### config.mk
export PLATFORM = sky130hd
export DESIGN_NAME = red_centroid_tracker
export DESIGN_NICKNAME = d
export VERILOG_FILES = /design/src/rtl/red_centroid_tracker.sv
export SDC_FILE = /design/constraint.sdc
export NUM_CORES = 1
export LEC_CHECK = 0
export BUFFER_PORTS_ARGS = -buffer_cell sky130_fd_sc_hd__buf_2
export CORE_MARGIN = 2
export CORE_UTILIZATION = 60
export CTS_CLUSTER_DIAMETER = 120
export DETAILED_ROUTE_END_ITERATION = 6
export PLACE_DENSITY = 0.81
export SYNTH_ARGS = -nofsm -noshare
export SYNTH_HDL_FRONTEND = slang
export SYNTH_SLANG_ARGS = --single-unit
### constraint.sdc
create_clock -name iCLK -period 30.9 [get_ports iCLK]
set_input_delay 9.27 -clock iCLK [delete_from_list [all_inputs] [get_ports iCLK]]
set_output_delay 9.27 -clock iCLK [all_outputs]
set_load 0.005 [all_outputs]
### src/rtl/red_centroid_tracker.sv
// Red-pixel centroid tracker: classifies each active pixel, accumulates red-hit
// coordinates over a frame and divides the sums by the hit count at frame end.
module red_centroid_tracker #(
    parameter int unsigned H_RES     = 640,
    parameter int unsigned V_RES     = 480,
    parameter logic [7:0]  RED_MIN   = 8'd160,
    parameter logic [7:0]  GB_MAX    = 8'd80,
    parameter int unsigned MIN_COUNT = 16
) (
    input  logic        iCLK,
    input  logic        iRST,
    input  logic        iDE,
    input  logic        iVS,
    input  logic [7:0]  iR,
    input  logic [7:0]  iG,
    input  logic [7:0]  iB,
    output logic [9:0]  oX,
    output logic [9:0]  oY,
    output logic [18:0] oCount,
    output logic        oFound,
    output logic        oValid,
    output logic        oBusy
);

    localparam int unsigned XW      = 10;
    localparam int unsigned YW      = 10;
    localparam int unsigned SW      = 28;
    localparam int unsigned CW      = 19;
    localparam int unsigned IW      = 5;
    localparam int unsigned DIV_CYC = 28;

    typedef enum logic [1:0] {ACCUM, LATCH, DIV, DONE} state_t;

    state_t          state_q, state_d;
    logic [XW-1:0]   x_q, x_d;
    logic [YW-1:0]   y_q, y_d;
    logic            de_q, de_d;
    logic            vs_q, vs_d;
    logic            hit_q, hit_d;
    logic [XW-1:0]   hx_q, hx_d;
    logic [YW-1:0]   hy_q, hy_d;
    logic [SW-1:0]   sum_x_q, sum_x_d;
    logic [SW-1:0]   sum_y_q, sum_y_d;
    logic [CW-1:0]   cnt_q, cnt_d;
    logic [SW-1:0]   quo_x_q, quo_x_d;
    logic [SW-1:0]   quo_y_q, quo_y_d;
    logic [CW-1:0]   rem_x_q, rem_x_d;
    logic [CW-1:0]   rem_y_q, rem_y_d;
    logic [CW-1:0]   dvsr_q, dvsr_d;
    logic [IW-1:0]   dcnt_q, dcnt_d;
    logic [XW-1:0]   out_x_q, out_x_d;
    logic [YW-1:0]   out_y_q, out_y_d;
    logic [CW-1:0]   out_cnt_q, out_cnt_d;
    logic            out_found_q, out_found_d;
    logic            out_valid_q, out_valid_d;
    logic            out_busy_q, out_busy_d;

    logic [SW-1:0]   sx_acc, sy_acc;
    logic [CW-1:0]   cnt_acc;
    logic [SW-1:0]   quo_x_nxt, quo_y_nxt;
    logic [CW-1:0]   rem_x_nxt, rem_y_nxt;
    logic            vs_rise, vs_fall, de_fall;

    // One restoring-division step: shift in the next dividend bit, subtract if it fits.
    function automatic logic [SW+CW-1:0] div_step(input logic [SW-1:0] q,
                                                  input logic [CW-1:0] r,
                                                  input logic [CW-1:0] d);
        logic [CW:0]   sh;
        logic [SW-1:0] nq;
        sh = {r, q[SW-1]};
        nq = {q[SW-2:0], 1'b0};
        if (sh >= {1'b0, d}) begin
            sh    = sh - {1'b0, d};
            nq[0] = 1'b1;
        end
        return {nq, sh[CW-1:0]};
    endfunction

    assign {quo_x_nxt, rem_x_nxt} = div_step(quo_x_q, rem_x_q, dvsr_q);
    assign {quo_y_nxt, rem_y_nxt} = div_step(quo_y_q, rem_y_q, dvsr_q);

    assign vs_rise = iVS & ~vs_q;
    assign vs_fall = ~iVS & vs_q;
    assign de_fall = ~iDE & de_q;

    // Accumulator values including the hit still sitting in the pipeline register.
    assign sx_acc  = sum_x_q + (hit_q ? SW'(hx_q) : SW'(0));
    assign sy_acc  = sum_y_q + (hit_q ? SW'(hy_q) : SW'(0));
    assign cnt_acc = cnt_q + (hit_q ? CW'(1) : CW'(0));

    always_comb begin
        state_d     = state_q;
        x_d         = x_q;
        y_d         = y_q;
        de_d        = iDE;
        vs_d        = iVS;
        hit_d       = iDE && (iR >= RED_MIN) && (iG <= GB_MAX) && (iB <= GB_MAX);
        hx_d        = x_q;
        hy_d        = y_q;
        sum_x_d     = sx_acc;
        sum_y_d     = sy_acc;
        cnt_d       = cnt_acc;
        quo_x_d     = quo_x_q;
        quo_y_d     = quo_y_q;
        rem_x_d     = rem_x_q;
        rem_y_d     = rem_y_q;
        dvsr_d      = dvsr_q;
        dcnt_d      = dcnt_q;
        out_x_d     = out_x_q;
        out_y_d     = out_y_q;
        out_cnt_d   = out_cnt_q;
        out_found_d = out_found_q;
        out_valid_d = 1'b0;
        out_busy_d  = out_busy_q;

        // Raster coordinates, saturating at the last active pixel/line.
        if (vs_rise) begin
            x_d = '0;
            y_d = '0;
        end else if (de_fall) begin
            x_d = '0;
            if (y_q < YW'(V_RES - 1)) y_d = y_q + YW'(1);
        end else if (iDE && (x_q < XW'(H_RES - 1))) begin
            x_d = x_q + XW'(1);
        end

        case (state_q)
            ACCUM: begin
                if (vs_fall) state_d = LATCH;
            end
            LATCH: begin
                quo_x_d = sx_acc;
                quo_y_d = sy_acc;
                dvsr_d  = cnt_acc;
                rem_x_d = '0;
                rem_y_d = '0;
                dcnt_d  = '0;
                sum_x_d = '0;
                sum_y_d = '0;
                cnt_d   = '0;
                if (cnt_acc < CW'(MIN_COUNT)) begin
                    state_d     = DONE;
                    out_cnt_d   = cnt_acc;
                    out_found_d = 1'b0;
                    out_valid_d = 1'b1;
                end else begin
                    state_d    = DIV;
                    out_busy_d = 1'b1;
                end
            end
            DIV: begin
                quo_x_d = quo_x_nxt;
                quo_y_d = quo_y_nxt;
                rem_x_d = rem_x_nxt;
                rem_y_d = rem_y_nxt;
                dcnt_d  = dcnt_q + IW'(1);
                if (dcnt_q == IW'(DIV_CYC - 1)) begin
                    state_d     = DONE;
                    out_busy_d  = 1'b0;
                    out_x_d     = quo_x_nxt[XW-1:0];
                    out_y_d     = quo_y_nxt[YW-1:0];
                    out_cnt_d   = dvsr_q;
                    out_found_d = 1'b1;
                    out_valid_d = 1'b1;
                end
            end
            DONE: begin
                state_d = ACCUM;
            end
            default: state_d = ACCUM;
        endcase
    end

    always_ff @(posedge iCLK or posedge iRST) begin
        if (iRST) begin
            state_q     <= ACCUM;
            x_q         <= '0;
            y_q         <= '0;
            de_q        <= 1'b0;
            vs_q        <= 1'b0;
            hit_q       <= 1'b0;
            hx_q        <= '0;
            hy_q        <= '0;
            sum_x_q     <= '0;
            sum_y_q     <= '0;
            cnt_q       <= '0;
            quo_x_q     <= '0;
            quo_y_q     <= '0;
            rem_x_q     <= '0;
            rem_y_q     <= '0;
            dvsr_q      <= '0;
            dcnt_q      <= '0;
            out_x_q     <= '0;
            out_y_q     <= '0;
            out_cnt_q   <= '0;
            out_found_q <= 1'b0;
            out_valid_q <= 1'b0;
            out_busy_q  <= 1'b0;
        end else begin
            state_q     <= state_d;
            x_q         <= x_d;
            y_q         <= y_d;
            de_q        <= de_d;
            vs_q        <= vs_d;
            hit_q       <= hit_d;
            hx_q        <= hx_d;
            hy_q        <= hy_d;
            sum_x_q     <= sum_x_d;
            sum_y_q     <= sum_y_d;
            cnt_q       <= cnt_d;
            quo_x_q     <= quo_x_d;
            quo_y_q     <= quo_y_d;
            rem_x_q     <= rem_x_d;
            rem_y_q     <= rem_y_d;
            dvsr_q      <= dvsr_d;
            dcnt_q      <= dcnt_d;
            out_x_q     <= out_x_d;
            out_y_q     <= out_y_d;
            out_cnt_q   <= out_cnt_d;
            out_found_q <= out_found_d;
            out_valid_q <= out_valid_d;
            out_busy_q  <= out_busy_d;
        end
    end

    assign oX     = out_x_q;
    assign oY     = out_y_q;
    assign oCount = out_cnt_q;
    assign oFound = out_found_q;
    assign oValid = out_valid_q;
    assign oBusy  = out_busy_q;

endmodule

# Word-level counts from Yosys, hierarchy flattened
# Cells that the tools add are included.
word_totals:
  reg_bits: 280
  inputBits: 28
  output_inout_bits: 42
op_classes:
  n_addsub: 8
  n_lt_le_gt_ge: 8
  n_eq_ne: 8
  n_mux: 37
  bitwise_logic: 6
  n_reduce_logical: 14
op_table:
  columns: ["op", "n"]
  rows:
  - ["one-hot mux 19 bit (2 select lines)", 3]
  - ["one-hot mux 28 bit (2 select lines)", 2]
  - ["two-way mux 19 bit", 5]
  - ["two-way mux 10 bit", 8]
  - ["adder 28 x 10 -> 28 bit", 2]
  - ["two-way mux 28 bit", 2]
  - ["greater-or-equal comparator 20 x 19 -> 1 bit", 2]
  - ["subtractor 19 bit", 2]
  - ["adder 10 x 1 -> 10 bit, second input constant", 2]
  - ["adder 19 x 1 -> 19 bit", 1]
  - ["less-than comparator 19 x 5 -> 1 bit, second input constant", 1]
  - ["less-or-equal comparator 8 x 7 -> 1 bit, second input constant", 2]
  - ["less-than comparator 10 bit, second input constant", 1]
  - ["less-than comparator 10 x 9 -> 1 bit, second input constant", 1]
  - ["two-way mux 1 bit", 10]
  - ["one-hot mux 5 bit (2 select lines)", 1]
  - ["greater-or-equal comparator 8 bit, second input constant", 1]
  - ["!= test 2 bit, second input constant", 4]
  - ["one-hot mux 2 bit (4 select lines)", 1]
  - ["one-hot mux 1 bit (2 select lines)", 3]
  - ["AND reduction 2 bit", 3]
  - ["AND reduction 3 bit", 2]
  - ["nonzero test 2 bit", 3]
  - ["adder 5 x 1 -> 5 bit, second input constant", 1]
  - ["other kinds (9)", 18]

# Depth between registers and ports, before layout
logic_depth:
  ltp_word: 5
  ltp_mapped: 13

# Least setup slack after synthesis
# Ideal clock, no wire load.
synth_timing:
  kind: "input-to-reg"
  from: "in iDE"
  to: "reg y_q[6], in the netlist hy_d[6]"
  setup_ns: 0.132
  arrival_time_ns: 10.104
  required_ns: 30.768
  slack_ns: 20.664
  path_stages: 5
  path_buffers: 0
  cell_sequence: "nand2b_1 nor2_1 and4_1 xnor2_1 nor2_1"
synth_between:
  elab_chain_cells: 4
synth_rtl:
  columns: ["item", "line", "text"]
  rows:
  - ["from (decl)", "12", "input logic iDE,"]
  - ["NOT 1 bit", "84", "assign de_fall = ~iDE & de_q;"]
  - ["bitwise AND 1 bit", "84", null]
  - ["nonzero test 2 bit (no source line)", null, null]
  - ["AND reduction 2 bit (no source line)", null, null]
  - ["to (signal assigned)", "202", "y_q <= y_d;"]
  - ["to (decl)", "36", "logic [YW-1:0] y_q, y_d;"]
# No other way between the ends.
# A chain may end at the register's enable or synchronous reset.

==> metrics.md <==
| Metric | Value |
|---|---|
| Status | finished clean |
| DR pass1 iterations | 5 |
| DR WL/cell | 17.83 µm |
| Multi-input gate area | 7876 µm² |
| Worst slew pin tran | 0.9689 ns |
| Share of power burned in registers | around a third |
| DIE HEIGHT | 164.3 µm |
| Reg clk slew, reported paths | ~0.060 ns |
| Ratio of cells with drive above 1 in the final layout | a little over an eighth |
| Mapped cell area | 15,410 µm² |
| Remaining global-route overflow | 0 |
| PD cells | 75.22 nW/µm² |
| Leak Pwr | ~8.3 nW |
| Final clock period utilization by the worst path | 33.85% |
| Synth Instances | approximately 1,600 |
| Row cnt | 58 |
| Drc violations | 0 |
| Placed wire-length estimate | 23.20 mm |
| Main area contributors after synthesis | dfrtp_1 (45%), ha_1 (5.4%), nor2_1 (4.1%) |
| Crit start category | primary input |
| Post-CTS resize count | 0 |
| Most used DFF post-synth | dfrtp_1 |
| CTS root buf | clkbuf_16 |
| Total CTS buffers | 29 |
| Initial antenna violation count | 0 |
| H-tree depth | 1 |
| Clock Tree Buf Depth | 3 |
| RePlAce Congestion | 0.8873 |
| Final Hold Vio Count | 0 |
| Violation count after the first detailed-routing iteration | 987 |
| Nets | 1,693 |
| IR drop worst, VDD | 0.07574 mV |
| Clock Latency Late Sink | 0.55 ns |
| Fillers | roughly 1,900 |
| MaxCap Viol Count | 0 |
| Hold buffers post-CTS | 0 |
| CP Capture Type | asynchronous set/reset pin |
| Pins Over Slew Limit | 0 |
| Comb power frac | 35.3% |
| Placeable Area | about 25,000 µm² |
| Internal Pwr Total | 791.7 µW |
| Cell variety after synth | 88 |
| CTS tree | yes |
| Skew final | 0.009158 ns |
| CP max FO | 138 |
| WP data arrival | 11.02 ns |
| Final setup vio count | 0 |
| Clk network pwr share | a little under a third |
| Initial cell density of the core | 61.19% |
| FF+latch count, synth | between 200 and 300 |
| Area growth syn-to-layout | 10.39% |
| Total power | 1.280 mW |
| Die area | 26,980 µm² |
| Post-synth top area share | 45.47% |
| Sw Pwr | between 400 and 500 µW |
| Count of buffers from port buffering | 64 |
| Syn Nets | 1,659 |
| Hold Path Class | reg2reg |
| Post-synth ARST share | 100.0% |
| Max Clock Freq | 95.62 MHz |
| Cell taking the most area after synthesis | dfrtp_1 |
| Switching share of power | between 30% and 40% |
| Io pins | 70 |
| Number of flops mapped to enable cells by yosys | 0 |
| Seq/Total Area, Yosys | between 40% and 50% |
| RSZ-0062 raised after global routing | false |
| Routed WL | around 35 mm |
| Die width | 164.3 µm |
| Setup bufs post-CTS | 0 |
| First-pass GRT wire length | 57.58 mm |
| Max-slew headroom | 35.40% |
| DR vias | roughly 12,000 |
| Tmin final | 10.46 ns |
| Storage cell area | 7007 µm² |
| WP data required | between 30 and 40 ns |
| Most common cell in the netlist | dfrtp_1 |
| CTS Sinks | 280 |
| Post-synth top cells | dfrtp_1 (280), nor2_1 (167), nand2_1 (110) |
| Setup_tns | 0 ns |
| Crit Path Category | in2async |
| Number of global-route vias before repair | 11,640 |
| Vias per cell | 6.022 |
| GRT Resource Usage Total | 26.26% |
| Number of diodes | 0 |
| Largest net degree at the start of global routing | 139 |
| DRT antenna net count | 0 |
| Mean post-synth cell area | 9.878 µm² |
| Yosys warnings | 0 |
==> stage by stage <==
stage | std cells | utilization (%) | area [µm²] | hold slack (ns) | setup slack [ns]
floorplan | 1560 | - | 15410 | 0.3537 | 13.91
global placement | 1893 | 63.31 | 15940 | 0.3920 | 19.78
detailed placement | 1893 | 63.31 | 15940 | 0.3973 | 19.77
CTS | 1947 | 67.55 | 17010 | 0.4139 | 20.37
global route | 1947 | 67.55 | 17010 | 0.4327 | 20.10
finish | 1947 | 67.55 | 17010 | 0.4076 | 20.44
==> routing by layer <==
layer  share of wire [%]  global-route usage [%]  wire length [µm]  vias to the layer above
met5                   0                       0                 0                        -
met3                 3.7                   2.551              1278                       64
met2                  50                   45.28             17200                      271
li1                    -                       -                 -                     5610
met1                  44                   35.16             15340                     5779
met4                 2.6                   8.134               903                        0
==> state kept, by name, summed over array words and instances, names as in the netlist, 2 cells and up <==
signal	flops
hx_q	10
sum_y_q	28
quo_x_q	28
quo_y_q	28
oCount	19
oX	10
cnt_q	19
rem_x_q	19
sum_x_q	28
hx_d	10
oY	10
rem_y_q	19
hy_d	10
hy_q	10
dcnt_q	5
dvsr_q	19
state_q	2
==> cells by family after synthesis <==
kind of cell	count (synthesis)	share of synthesized area, %
buffers and inverters	134	3.597
AOI/OAI and AO/OA	330	14.47
and+or+nand+nor	544	17.67
muxes	92	6.642
adders and majority gates	71	5.960
DFF	280	45.47
xor gates and xnor gates	109	6.195
==> critical path, cell delays in order <==
cell   delay, ns
buf_2       0.13
inv_8       0.61
buf_4       0.81
==> power by group through the flow <==
stage | Combinational, mW | Clock (mW) | Sequential [mW]
floorplan | 0.328 | 0 | 0.441
global placement | 0.429 | 0 | 0.448
detailed placement | 0.445 | 0 | 0.450
CTS | 0.450 | 0.390 | 0.444
global route | 0.494 | 0.403 | 0.449
finish | 0.451 | 0.385 | 0.444
==> layout make-up <==
type / instances / area share [%]
multi-input cells: 1146 / 46.30
flip-flops and latches: 280 / 41.19
clock buffers: 38 / 4.935
well taps: 330 / 2.427
repair buffers: 76 / 2.412
inverters: 61 / 1.390
clock inverters: 16 / 1.346
==> worst paths after layout <==
path | from | end | slack [ns] | cells after the start
max in group iCLK | oCount[0] | oCount[0] | 20.52 | 1
worst min-delay path | hy_d[9] | hy_q[9] | 0.41 | 0
worst min register to register | hy_d[9] | hy_q[9] | 0.41 | 0
worst max-delay path | iRST | oFound | 20.44 | 3
min in group asynchronous | iRST | sum_y_q[22] | 8.91 | 2
worst max register to register | hit_q | oCount[16] | 27.00 | 10
==> placed cells by master (no fill, tap or decap), types with 20 or more instances in the layout <==
cell	instances
nand2_1	110
nand3_1	66
a21oi_1	96
o21ai_0	59
xnor2_1	64
dfrtp_1	280
or3_1	21
xor2_1	45
nand2b_1	20
and3_1	36
nor2_1	167
buf_2	64
nor3_1	24
clkbuf_16	29
and2_1	27
inv_1	58
mux2i_1	40
mux2_2	42
ha_1	64
No activity file was read; power rests on OpenSTA's default activity.
